`src/rtl/lcd_rgb_rx.sv`:
```
// LCD RGB565 receiver: samples DE/HSYNC/VSYNC/RGB, emits a qualified pixel
// stream with coordinates, measures frame geometry and tracks format lock.
//
// Ports:
//   PixelClk, nRST (async, active-low)
//   LCD_DE/HSYNC/VSYNC/R/G/B : parallel video input
//   pix_valid/pix_data/pix_x/pix_y/sof/eol : pixel stream (3-cycle latency)
//   meas_width/height/htotal/vtotal : geometry of last complete frame
//   locked, fmt_err : format lock state, loss-of-format pulse
module lcd_rgb_rx #(
  parameter bit          SYNC_POL    = 1'b1,
  parameter int unsigned LOCK_FRAMES = 3
) (
  input  logic        PixelClk,
  input  logic        nRST,
  input  logic        LCD_DE,
  input  logic        LCD_HSYNC,
  input  logic        LCD_VSYNC,
  input  logic [4:0]  LCD_R,
  input  logic [5:0]  LCD_G,
  input  logic [4:0]  LCD_B,
  output logic        pix_valid,
  output logic [15:0] pix_data,
  output logic [15:0] pix_x,
  output logic [15:0] pix_y,
  output logic        sof,
  output logic        eol,
  output logic [15:0] meas_width,
  output logic [15:0] meas_height,
  output logic [15:0] meas_htotal,
  output logic [15:0] meas_vtotal,
  output logic        locked,
  output logic        fmt_err
);

  localparam logic [15:0] SAT     = 16'hFFFF;
  localparam logic [3:0]  LOCK_M1 = 4'(LOCK_FRAMES - 1);

  typedef enum logic [1:0] {
    SEARCH,
    TRACK,
    LOCKED
  } state_t;

  state_t      state, state_n;
  logic [3:0]  mcnt, mcnt_n;
  logic        err_q, err_n;

  logic        s1_de, s1_hs, s1_vs;
  logic        s2_de, s2_hs, s2_vs;
  logic [15:0] s1_rgb, s2_rgb;

  logic [15:0] x_cnt, y_cnt, hcnt, lcnt;
  logic [15:0] line_ht, w_ref;
  logic        hs_seen, ht_valid, w_lat;
  logic        frame_bad, prev_ok;
  logic [63:0] prev_meas;

  logic        hs_rise, vs_rise, de_fall;
  logic [15:0] wid, ht_cur, vt_cur;
  logic        h_err, w_err, bad_now, match;
  logic [63:0] meas_cur;

  // Syncs normalised to active-high on entry.
  always_ff @(posedge PixelClk or negedge nRST) begin
    if (!nRST) begin
      s1_de  <= 1'b0;
      s1_hs  <= 1'b0;
      s1_vs  <= 1'b0;
      s1_rgb <= '0;
      s2_de  <= 1'b0;
      s2_hs  <= 1'b0;
      s2_vs  <= 1'b0;
      s2_rgb <= '0;
    end else begin
      s1_de  <= LCD_DE;
      s1_hs  <= LCD_HSYNC ^ ~SYNC_POL;
      s1_vs  <= LCD_VSYNC ^ ~SYNC_POL;
      s1_rgb <= {LCD_R, LCD_G, LCD_B};
      s2_de  <= s1_de;
      s2_hs  <= s1_hs;
      s2_vs  <= s1_vs;
      s2_rgb <= s1_rgb;
    end
  end

  always_comb begin
    hs_rise = s1_hs & ~s2_hs;
    vs_rise = s1_vs & ~s2_vs;
    de_fall = s2_de & ~s1_de;
    wid     = (x_cnt == SAT) ? SAT : x_cnt + 16'd1;
    ht_cur  = hs_rise ? hcnt : line_ht;
    vt_cur  = (hs_rise && lcnt != SAT) ? lcnt + 16'd1 : lcnt;
    h_err   = hs_rise & ht_valid & (hcnt != line_ht);
    w_err   = de_fall & w_lat & (wid != w_ref);
    bad_now = frame_bad | h_err | w_err;
    meas_cur = {w_lat ? w_ref : 16'd0, y_cnt, ht_cur, vt_cur};
    match   = prev_ok & ~bad_now & (meas_cur == prev_meas);
  end

  always_ff @(posedge PixelClk or negedge nRST) begin
    if (!nRST) begin
      x_cnt    <= '0;
      y_cnt    <= '0;
      hcnt     <= '0;
      lcnt     <= '0;
      line_ht  <= '0;
      hs_seen  <= 1'b0;
      ht_valid <= 1'b0;
      w_ref    <= '0;
      w_lat    <= 1'b0;
    end else begin
      if (de_fall)
        x_cnt <= '0;
      else if (s2_de && x_cnt != SAT)
        x_cnt <= x_cnt + 16'd1;

      if (vs_rise)
        y_cnt <= '0;
      else if (de_fall && y_cnt != SAT)
        y_cnt <= y_cnt + 16'd1;

      if (hs_rise)
        hcnt <= 16'd1;
      else if (hcnt != SAT)
        hcnt <= hcnt + 16'd1;

      if (vs_rise)
        lcnt <= '0;
      else if (hs_rise && lcnt != SAT)
        lcnt <= lcnt + 16'd1;

      // A line length is only trusted if it began at a real HSYNC edge
      // and the counter did not run away.
      if (hs_rise) begin
        line_ht  <= hcnt;
        ht_valid <= hs_seen & (hcnt != SAT);
        hs_seen  <= 1'b1;
      end

      if (vs_rise)
        w_lat <= 1'b0;
      else if (de_fall && !w_lat) begin
        w_ref <= wid;
        w_lat <= 1'b1;
      end
    end
  end

  always_ff @(posedge PixelClk or negedge nRST) begin
    if (!nRST) begin
      pix_valid <= 1'b0;
      pix_data  <= '0;
      pix_x     <= '0;
      pix_y     <= '0;
      sof       <= 1'b0;
      eol       <= 1'b0;
    end else begin
      pix_valid <= s2_de;
      pix_data  <= s2_rgb;
      pix_x     <= x_cnt;
      pix_y     <= y_cnt;
      sof       <= s2_de & (x_cnt == '0) & (y_cnt == '0);
      eol       <= s2_de & ~s1_de;
    end
  end

  // Frame bookkeeping; the frame ending while in SEARCH is partial.
  always_ff @(posedge PixelClk or negedge nRST) begin
    if (!nRST) begin
      meas_width  <= '0;
      meas_height <= '0;
      meas_htotal <= '0;
      meas_vtotal <= '0;
      frame_bad   <= 1'b0;
      prev_meas   <= '0;
      prev_ok     <= 1'b0;
    end else if (vs_rise) begin
      if (state != SEARCH)
        {meas_width, meas_height, meas_htotal, meas_vtotal} <= meas_cur;
      prev_meas <= meas_cur;
      prev_ok   <= (state != SEARCH) & ~bad_now;
      frame_bad <= 1'b0;
    end else begin
      frame_bad <= bad_now;
    end
  end

  always_ff @(posedge PixelClk or negedge nRST) begin
    if (!nRST) begin
      state <= SEARCH;
      mcnt  <= '0;
      err_q <= 1'b0;
    end else begin
      state <= state_n;
      mcnt  <= mcnt_n;
      err_q <= err_n;
    end
  end

  always_comb begin
    state_n = state;
    mcnt_n  = mcnt;
    err_n   = 1'b0;
    unique case (state)
      SEARCH: begin
        if (vs_rise) begin
          state_n = TRACK;
          mcnt_n  = '0;
        end
      end
      TRACK: begin
        if (vs_rise) begin
          if (!match)
            mcnt_n = '0;
          else begin
            mcnt_n = mcnt + 4'd1;
            if (mcnt + 4'd1 >= LOCK_M1)
              state_n = LOCKED;
          end
        end
      end
      LOCKED: begin
        if (hcnt == SAT) begin
          state_n = SEARCH;
          err_n   = 1'b1;
        end else if (vs_rise && !match) begin
          state_n = TRACK;
          mcnt_n  = '0;
          err_n   = 1'b1;
        end
      end
      default: state_n = SEARCH;
    endcase
  end

  always_comb begin
    locked  = (state == LOCKED);
    fmt_err = err_q;
  end

endmodule

```
`config.mk`:
```
export PLATFORM = sky130hd
export DESIGN_NAME = lcd_rgb_rx
export DESIGN_NICKNAME = d
export VERILOG_FILES = /design/src/rtl/lcd_rgb_rx.sv
export SDC_FILE = /design/constraint.sdc
export NUM_CORES = 1
export LEC_CHECK = 0
export BUFFER_PORTS_ARGS = -buffer_cell sky130_fd_sc_hd__buf_2
export CAP_MARGIN = 20
export CORE_ASPECT_RATIO = 0.9
export CORE_MARGIN = 2
export CORE_UTILIZATION = 52
export DETAILED_ROUTE_END_ITERATION = 10
export PLACE_DENSITY = 0.82
export SYNTH_ARGS = -nofsm -noshare
export SYNTH_HDL_FRONTEND = slang
export SYNTH_SLANG_ARGS = --single-unit
export TNS_END_PERCENT = 20
```
`constraint.sdc`:
```
create_clock -name PixelClk -period 3.54 [get_ports PixelClk]
set_input_delay 0.354 -clock PixelClk [delete_from_list [all_inputs] [get_ports PixelClk]]
set_output_delay 0.354 -clock PixelClk [all_outputs]
set_load 0.02 [all_outputs]
```
Word-level counts from Yosys, hierarchy flattened
Index checks and enable logic that the tools add are counted.

storage, ports and cells
  register bits after elaboration = 325
  bits of input ports = 21
  output and inout port bits = 117

cells by class
  add/sub/neg operators = 5
  magnitude comparators = 1
  equality and inequality tests = 18
  mux-type cells = 30
  bitwise gates (word level) = 20
  reductions and logical operators = 20

operators by type and width
  kind                     count
  $mux W16                 11
  $add A16 B1 Y16 const B  4
  $eq A64 B64 Y1           1
  $ne A16 B16 Y1 const B   4
  $eq A16 B16 Y1 const B   2
  $logic_not A16 Y1        2
  $ne A16 B16 Y1           2
  $mux W4                  5
  $and A1 B1 Y1            13
  $mux W2                  6
  $pmux W4 S3              1
  $ne A2 B2 Y1 const B     5
  $reduce_and A5 Y1        2
  $reduce_bool A2 Y1       5
  $mux W1                  6
  $pmux W2 S3              1
  $logic_and A1 B1 Y1      5
  $not A1 Y1               5
  $add A4 B1 Y4 const B    1
  $ge A4 B2 Y1 const B     1
  $reduce_and A2 Y1        2
  $ne A3 B1 Y1 const B     1
  $reduce_bool A3 Y1       1
  $eq A2 B1 Y1 const B     1
  other kinds (5)          7

Logic depth before layout (Yosys ltp)
Gate-level depths: netlist of the first run.

  depth after elaboration = 14
  depth in mapped cells = 13
  gate-level depth less buffers = 11

Worst setup path after synthesis of the first run
Ideal clock, no wire load.

  path type = flip-flop to flip-flop
  start point = register x_cnt[0]
  end point = register state[0]
  arrival time = 2854 ps
  required time = 3416 ps
  path slack = 562 ps
  cell stages (with the launch flop) = 12
  period minus slack after synthesis = 2978 ps
  cell sequence = dfrtp_1 ha_1 nand3_4 nor4_4 a21oi_1 o21a_1 or4_1 nor4_1 and4b_1 nor2_1 o211a_1 o21bai_1

on the way
  cells in the longest elaborated chain, start to end = 12

ends and longest elaborated chain
  element                                                   line  text
  start: declaration                                        53    logic [15:0] x_cnt, y_cnt, hcnt, lcnt;
  start signal: assignment                                  116   x_cnt <= x_cnt + 16'd1;
  $add A16 B1 Y16 / $eq A16 B16 Y1 (equally long branches)  91    wid = (x_cnt == SAT) ? SAT : x_cnt + 16'd1;
  $mux W16 (*)                                              91
  $ne A16 B16 Y1 (*)                                        95    w_err = de_fall & w_lat & (wid != w_ref);
  $and A1 B1 Y1 (*)                                         95
  $or A1 B1 Y1 (*)                                          96    bad_now = frame_bad | h_err | w_err;
  $not A1 Y1 (*)                                            98    match = prev_ok & ~bad_now & (meas_cur == prev_meas);
  $and A1 B1 Y1 (*) (2 in a row)                            98
  $logic_not A1 Y1                                          227   end else if (vs_rise && !match) begin
  $logic_and A1 B1 Y1                                       227
  $ne A3 B1 Y1 (no source line)                             -
  $reduce_and A5 Y1 (no source line) (*)                    -
  end signal: assignment                                    195   state <= state_n;
  end: declaration                                          45    state_t state, state_n;

Mark *: on every way between the ends. The rest lies on a longest branch, timed or not.
A chain may end at the register's enable or synchronous reset.

Worst setup path in the final report of the first run
  start point = register x_cnt[3]
  end point = register state[0]

Same word-level chain as after synthesis.

==> results of run 1 <==
cells by family after synthesis:
family / after synthesis / share of synthesized area, %
multiplexers: 33 / 2.45
AND/OR/NAND/NOR: 514 / 17.1
XOR/XNOR: 116 / 7.33
AO/OA/AOI/OAI: 275 / 11.4
flip-flops: 325 / 57.1
adder cells (fa/ha/maj): 8 / 0.703
buffers and inverters: 139 / 3.81
layout make-up:
type | count | area share (%)
Multi-Input combinational cell | 946 | 33.3
Clock inverter | 12 | 0.857
Tap cell | 354 | 2.64
Timing Repair Buffer | 200 | 7.48
Clock buffer | 50 | 6.16
Inverter | 48 | 1.07
Sequential cell | 325 | 48.5
through the flow:
step / util, % / total power (W) / std cells
3_5_place_dp: 57.1 / 0.00546 / 1851
5_1_grt: 62.3 / 0.00955 / 1935
4_1_cts: 62.2 / 0.00919 / 1933
3_3_place_gp: 57.1 / 0.00543 / 1851
6_report: 62.3 / 0.00914 / 1935
2_1_floorplan: - / 0.00500 / 1410
cells in the mapped netlist (19+ instances only):
master	count	share of area, %
nor2_1	96	2.5
nor3_1	22	0.77
nor4_1	22	0.97
mux2i_1	20	1.4
dfrtp_1	325	57
a21oi_1	37	1.3
and3_1	19	0.83
o21ai_0	151	5.3
xnor2_1	63	3.9
xor2_1	51	3.1
nand4_1	32	1.4
inv_1	48	1.3
nand2_1	224	5.9
nand3_1	28	0.98
clkbuf_1	72	1.9
worst paths after layout:
path,start,endpoint,slack (ns),cells after the start
min in group asynchronous,nRST,s2_rgb[2],0.38,2
max,x_cnt[3],state[0],0.12,11
min,s1_rgb[11],s2_rgb[11],0.35,0
min reg2reg,s1_rgb[11],s2_rgb[11],0.35,0
max reg2reg,x_cnt[3],state[0],0.12,11
max in group asynchronous,nRST,meas_htotal[4],2.10,3
worst max-delay path, cell delays in order, from the launching register on:
cell and delay (ns):
dfrtp_1 0.55, nand4_1 0.34, nor4_1 0.47, buf_4 0.21, xnor2_1 0.13, nor2_1 0.08, or4_1 0.40, nor4_1 0.31
and4b_1 0.33, nor2_1 0.09, o211a_1 0.25, o21bai_1 0.15
layer usage:
layer,up-vias,global-route usage (%)
met4,0,7.13
met5,-,0
met2,410,37.8
li1,5115,-
met3,59,4.52
met1,5363,34.9
timing repair:
item,in CTS,in global routing
endpoints found under the setup margin,0,7
buffers inserted,0,2
endpoints found under the hold margin,76,0
hold buffers,20,0
resized for setup,0,1
where the power goes:
group	switching [W]	internal (W)	total, W
sequential	0.000271	0.00397	0.00424
combinational	0.000733	0.000461	0.00119
clock	0.00145	0.00226	0.00370
total	0.00245	0.00669	0.00914
==> impl_metrics.yaml, run 1 <==
final_layout:
  synthToLayoutAreaGrowth_pct: 17.9
  multi_input_area_mm2: 0.00559
  post-route-cell-area_mm2: 0.0168
  seq_area_mm2: 0.00813
  nNetsFinal: 1585
  layout_commonest_cell: "dfrtp_1"
  top_register: "prev_meas"
  largest_register_ff_count: 64
  nFillCells: 2130
  layout_common_cells: "dfrtp_1, nand2_1, o21ai_0"
  drive_gt1_share_pct: 16.9
  diodes: 0
sta:
  rsz0062_at_grt: "false"
  fin_ws_ns: 0.117
  finClkSkew_ns: 0.0169
  worstMarginPinSlew_ns: 0.726
  holdWs_ns: 0.346
  relSlewSlack_pct: 51.6
  finalCritPeriodShare_pct: 96.7
  fmax_ghz: 0.292
  final_hold_viol_count: 0
  fin_crit_ns: 3.42
  setup_viol: 0
  setup_tns_ns: 0
  slew_viol_final: 0
clocking:
  cts.reportedPaths.clkPinSlew_ns: 0.06
  clockRootBuffer: "clkbuf_16"
  numCtsBuffers: 35
  cts.sinks: 325
  h-tree-depth: 2
  clk_latency_ns: 0.51
  cts_buffer_depth: 3
  tritoncts: "built"
logic_synthesis:
  seq_area_frac_synth_pct: 57.1
  synth_flop_cell: "dfrtp_1"
  avgSynthCellArea_um2: 10.1
  synth.distinct_cells: 71
  synth_edf_count: 0
  synth-async-reset-ratio_pct: 100
  syn_inst: 1410
  ys_ff_latch: 325
  synth_area_mm2: 0.0142
  synth.net_count: 1439
  ys_warn_count: 0
placed_design:
  hpwl_um: 23000
  io_buffers: 137
  placed_area_mm2: 0.0154
  gp_congestion: 0.926
  dp_slack_ns: 0.102
power_and_ir_drop:
  power_density_mw_per_mm2: 544
  ir_worst_vdd_mv: 0.427
  p_leak_nw: 8.08
detailed_routing:
  vias: 10947
  drcViolationCount: 0
  route.met2.wl_um: 15500
  routed_wl_um: 34000
  ant_nets: 0
  wl_met1_um: 15200
  avgRoutedWirePerCell_um: 17.6
  viasPerCell: 5.66
  first_pass_iters: 5
  dr.first_iter.drc_count: 930
  wl_met3_um: 2450
  top_layer: "met4"
global_routing:
  grt_pass1_vias: 10572
  grt_pass1_wl_um: 56000
  antenna_found_initial: 0
  grt_max_degree: 134
  globalRouteOverflowTotal: 0
  grt_use_total_pct: 24.3
floorplanning:
  die-area_mm2: 0.0287
  die_y_um: 161
  ios: 138
  core_mm2: 0.0270
  std_cell_rows: 57
  die-width_um: 178
  initial_utilization_pct: 52.8
run_status:
  status: "complete, no violations"
setup_path:
  path_class: "flop to flop"
  crit_arrival_ns: 3.81
  crit_path_start_kind: "flop"
  required_ns: 3.93
  end_kind: "flop"
  cp_max_fo: 10
job:
  max-cap-violations: 0
hold_path:
  hp-class: "flop to flop"
No activity file was read; power rests on OpenSTA's default activity.
==> run 2, diff against run 1 <==
- CTS_BUF_LIST: not set -> sky130_fd_sc_hd__clkbuf_8
==> run 2 against run 1 <==
Core utilization is 0.46 points lower. Total power is 5.1% lower. Critical endpoint unchanged. Combinational power hardly changed. Clock-buffer cell count is 15 higher. Clock power is 13% lower. Via count is 0.10% higher. Fmax is 1.2% higher.
==> impl_metrics.yaml, run 2 (synthesized netlist as in run 1, its figures left out) <==
setup_path:
  end_kind: "flop"
  max_stage_delay_ns: 0.55
  slowest_stage: "dfrtp_1"
  crit_chain: "nand4_1 > nor4_1 > buf_4 > xnor2_1 > nor2_1 > or4_1 > nor4_1 > and4b_1 > nor2_1 > o211a_1 > o21bai_1"
  crit_path_start_kind: "flop"
  cp_top_family: "simple AND/OR/NAND/NOR gates"
  cp_max_fo: 10
  path_class: "flop to flop"
  required_ns: 3.99
  crit_arrival_ns: 3.83
  critPathBufInv: 1
clocking:
  cts.sinks: 325
  tritoncts: "built"
  cts.reportedPaths.clkPinSlew_ns: 0.06
  h-tree-depth: 2
  cts_buffer_depth: 3
  clockRootBuffer: "clkbuf_8"
  clk_latency_ns: 0.56
  numCtsBuffers: 52
detailed_routing:
  first_pass_iters: 7
  drcViolationCount: 0
  avgRoutedWirePerCell_um: 17.3
  viasPerCell: 5.59
  routed_wl_um: 33900
  ant_nets: 0
  dr.first_iter.drc_count: 871
  vias: 10958
sta:
  final_hold_viol_count: 0
  setup_tns_ns: 0
  setup_viol: 0
  worstMarginPinSlew_ns: 0.723
  finClkSkew_ns: 0.0156
  fmax_ghz: 0.296
  slew_viol_final: 0
  rsz0062_at_grt: "false"
  relSlewSlack_pct: 51.8
  fin_crit_ns: 3.38
  finalCritPeriodShare_pct: 95.5
floorplanning:
  die-width_um: 178
  std_cell_rows: 57
  ios: 138
  initial_utilization_pct: 52.8
  die-area_mm2: 0.0287
  core_mm2: 0.0270
  die_y_um: 161
global_routing:
  grt_pass1_wl_um: 55300
  grt_use_total_pct: 24.0
  globalRouteOverflowTotal: 0
  antenna_found_initial: 0
  grt_max_degree: 134
  grt_pass1_vias: 10559
placed_design:
  gp_congestion: 0.926
  hpwl_um: 23000
  io_buffers: 137
  dp_cells: 1851
final_layout:
  layout_common_cells: "dfrtp_1, nand2_1, o21ai_0"
  nFillCells: 2208
  layout_commonest_cell: "dfrtp_1"
  layout.cells.non_filler: 1962
  nNetsFinal: 1602
  drive_gt1_share_pct: 17.9
  synthToLayoutAreaGrowth_pct: 17.0
  top_register: "prev_meas"
  diodes: 0
  largest_register_ff_count: 64
run_status:
  status: "complete, no violations"
power_and_ir_drop:
  finalPower_w: 0.00867
  p_leak_nw: 8.10
  ir_worst_vdd_mv: 0.400
  power_density_mw_per_mm2: 520
job:
  max-cap-violations: 0
hold_path:
  hp-class: "primary input to asynchronous set/reset pin"
[run 2: cell type report]
type                    count  area, µm²  share of cell area [%]
flip-flops and latches    325       8130                    48.8
multi-input cells         946       5600                    33.6
repair buffers            200       1260                    7.54
clock buffers              65        895                    5.37
well taps                 354        443                    2.66
inverters                  48        180                    1.08
clock inverters            24        159                   0.954
[run 2: worst register-to-register path: stages, from the launching register on]
cell and delay (ns):
dfrtp_1 0.55, nand4_1 0.33, nor4_1 0.47, buf_4 0.21, xnor2_1 0.13, nor2_1 0.08, or4_1 0.40, nor4_1 0.29
and4b_1 0.32, nor2_1 0.09, o211a_1 0.25, o21bai_1 0.15
[run 2: per-stage QoR]
stage	setup slack, ns	area (µm²)	utilization (%)	hold slack (ns)
6_report	0.159	16700	61.8	0.330
5_1_grt	0.0146	16700	61.8	0.350
3_5_place_dp	0.102	15400	57.1	0.320
3_3_place_gp	0.291	15400	57.1	0.315
4_1_cts	0.102	16600	61.7	0.318
2_1_floorplan	0.562	14200	-	0.0584
[run 2: path summary, 6_finish.rpt]
kind | from | to | slack [ns] | depth (start not counted)
worst max-delay path | x_cnt[3] | state[0] | 0.16 | 11
worst min-delay path | nRST | s2_rgb[12] | 0.33 | 2
worst max register to register | x_cnt[3] | state[0] | 0.16 | 11
worst min register to register | s1_rgb[2] | s2_rgb[2] | 0.34 | 0
max in group asynchronous | nRST | meas_htotal[13] | 2.15 | 3
min in group PixelClk | s1_rgb[2] | s2_rgb[2] | 0.34 | 0
[run 2: timing repair]
action / in CTS / in global routing
buffers inserted: 0 / 2
setup endpoints to repair: 0 / 7
hold endpoints to repair: 76 / 0
resized for setup: 0 / 2
hold buffers: 20 / 0
[run 2: power breakdown]
| part | leakage, nW | total (W) | internal, W | switching [W] |
|---|---|---|---|---|
| registers | 4.32 | 0.00424 | 0.00397 | 0.000269 |
| clock network | 0.598 | 0.00323 | 0.00179 | 0.00144 |
| logic | 3.18 | 0.00119 | 0.000461 | 0.000734 |
| total | 8.10 | 0.00867 | 0.00622 | 0.00245 |
[run 2: routing by layer]
| layer | wire length, µm | GRT usage [%] |
|---|---|---|
| met4 | 909 | 8.13 |
| met1 | 15200 | 34.2 |
| met5 | 0 | 0 |
| met2 | 15200 | 36.3 |
| met3 | 2550 | 5.70 |
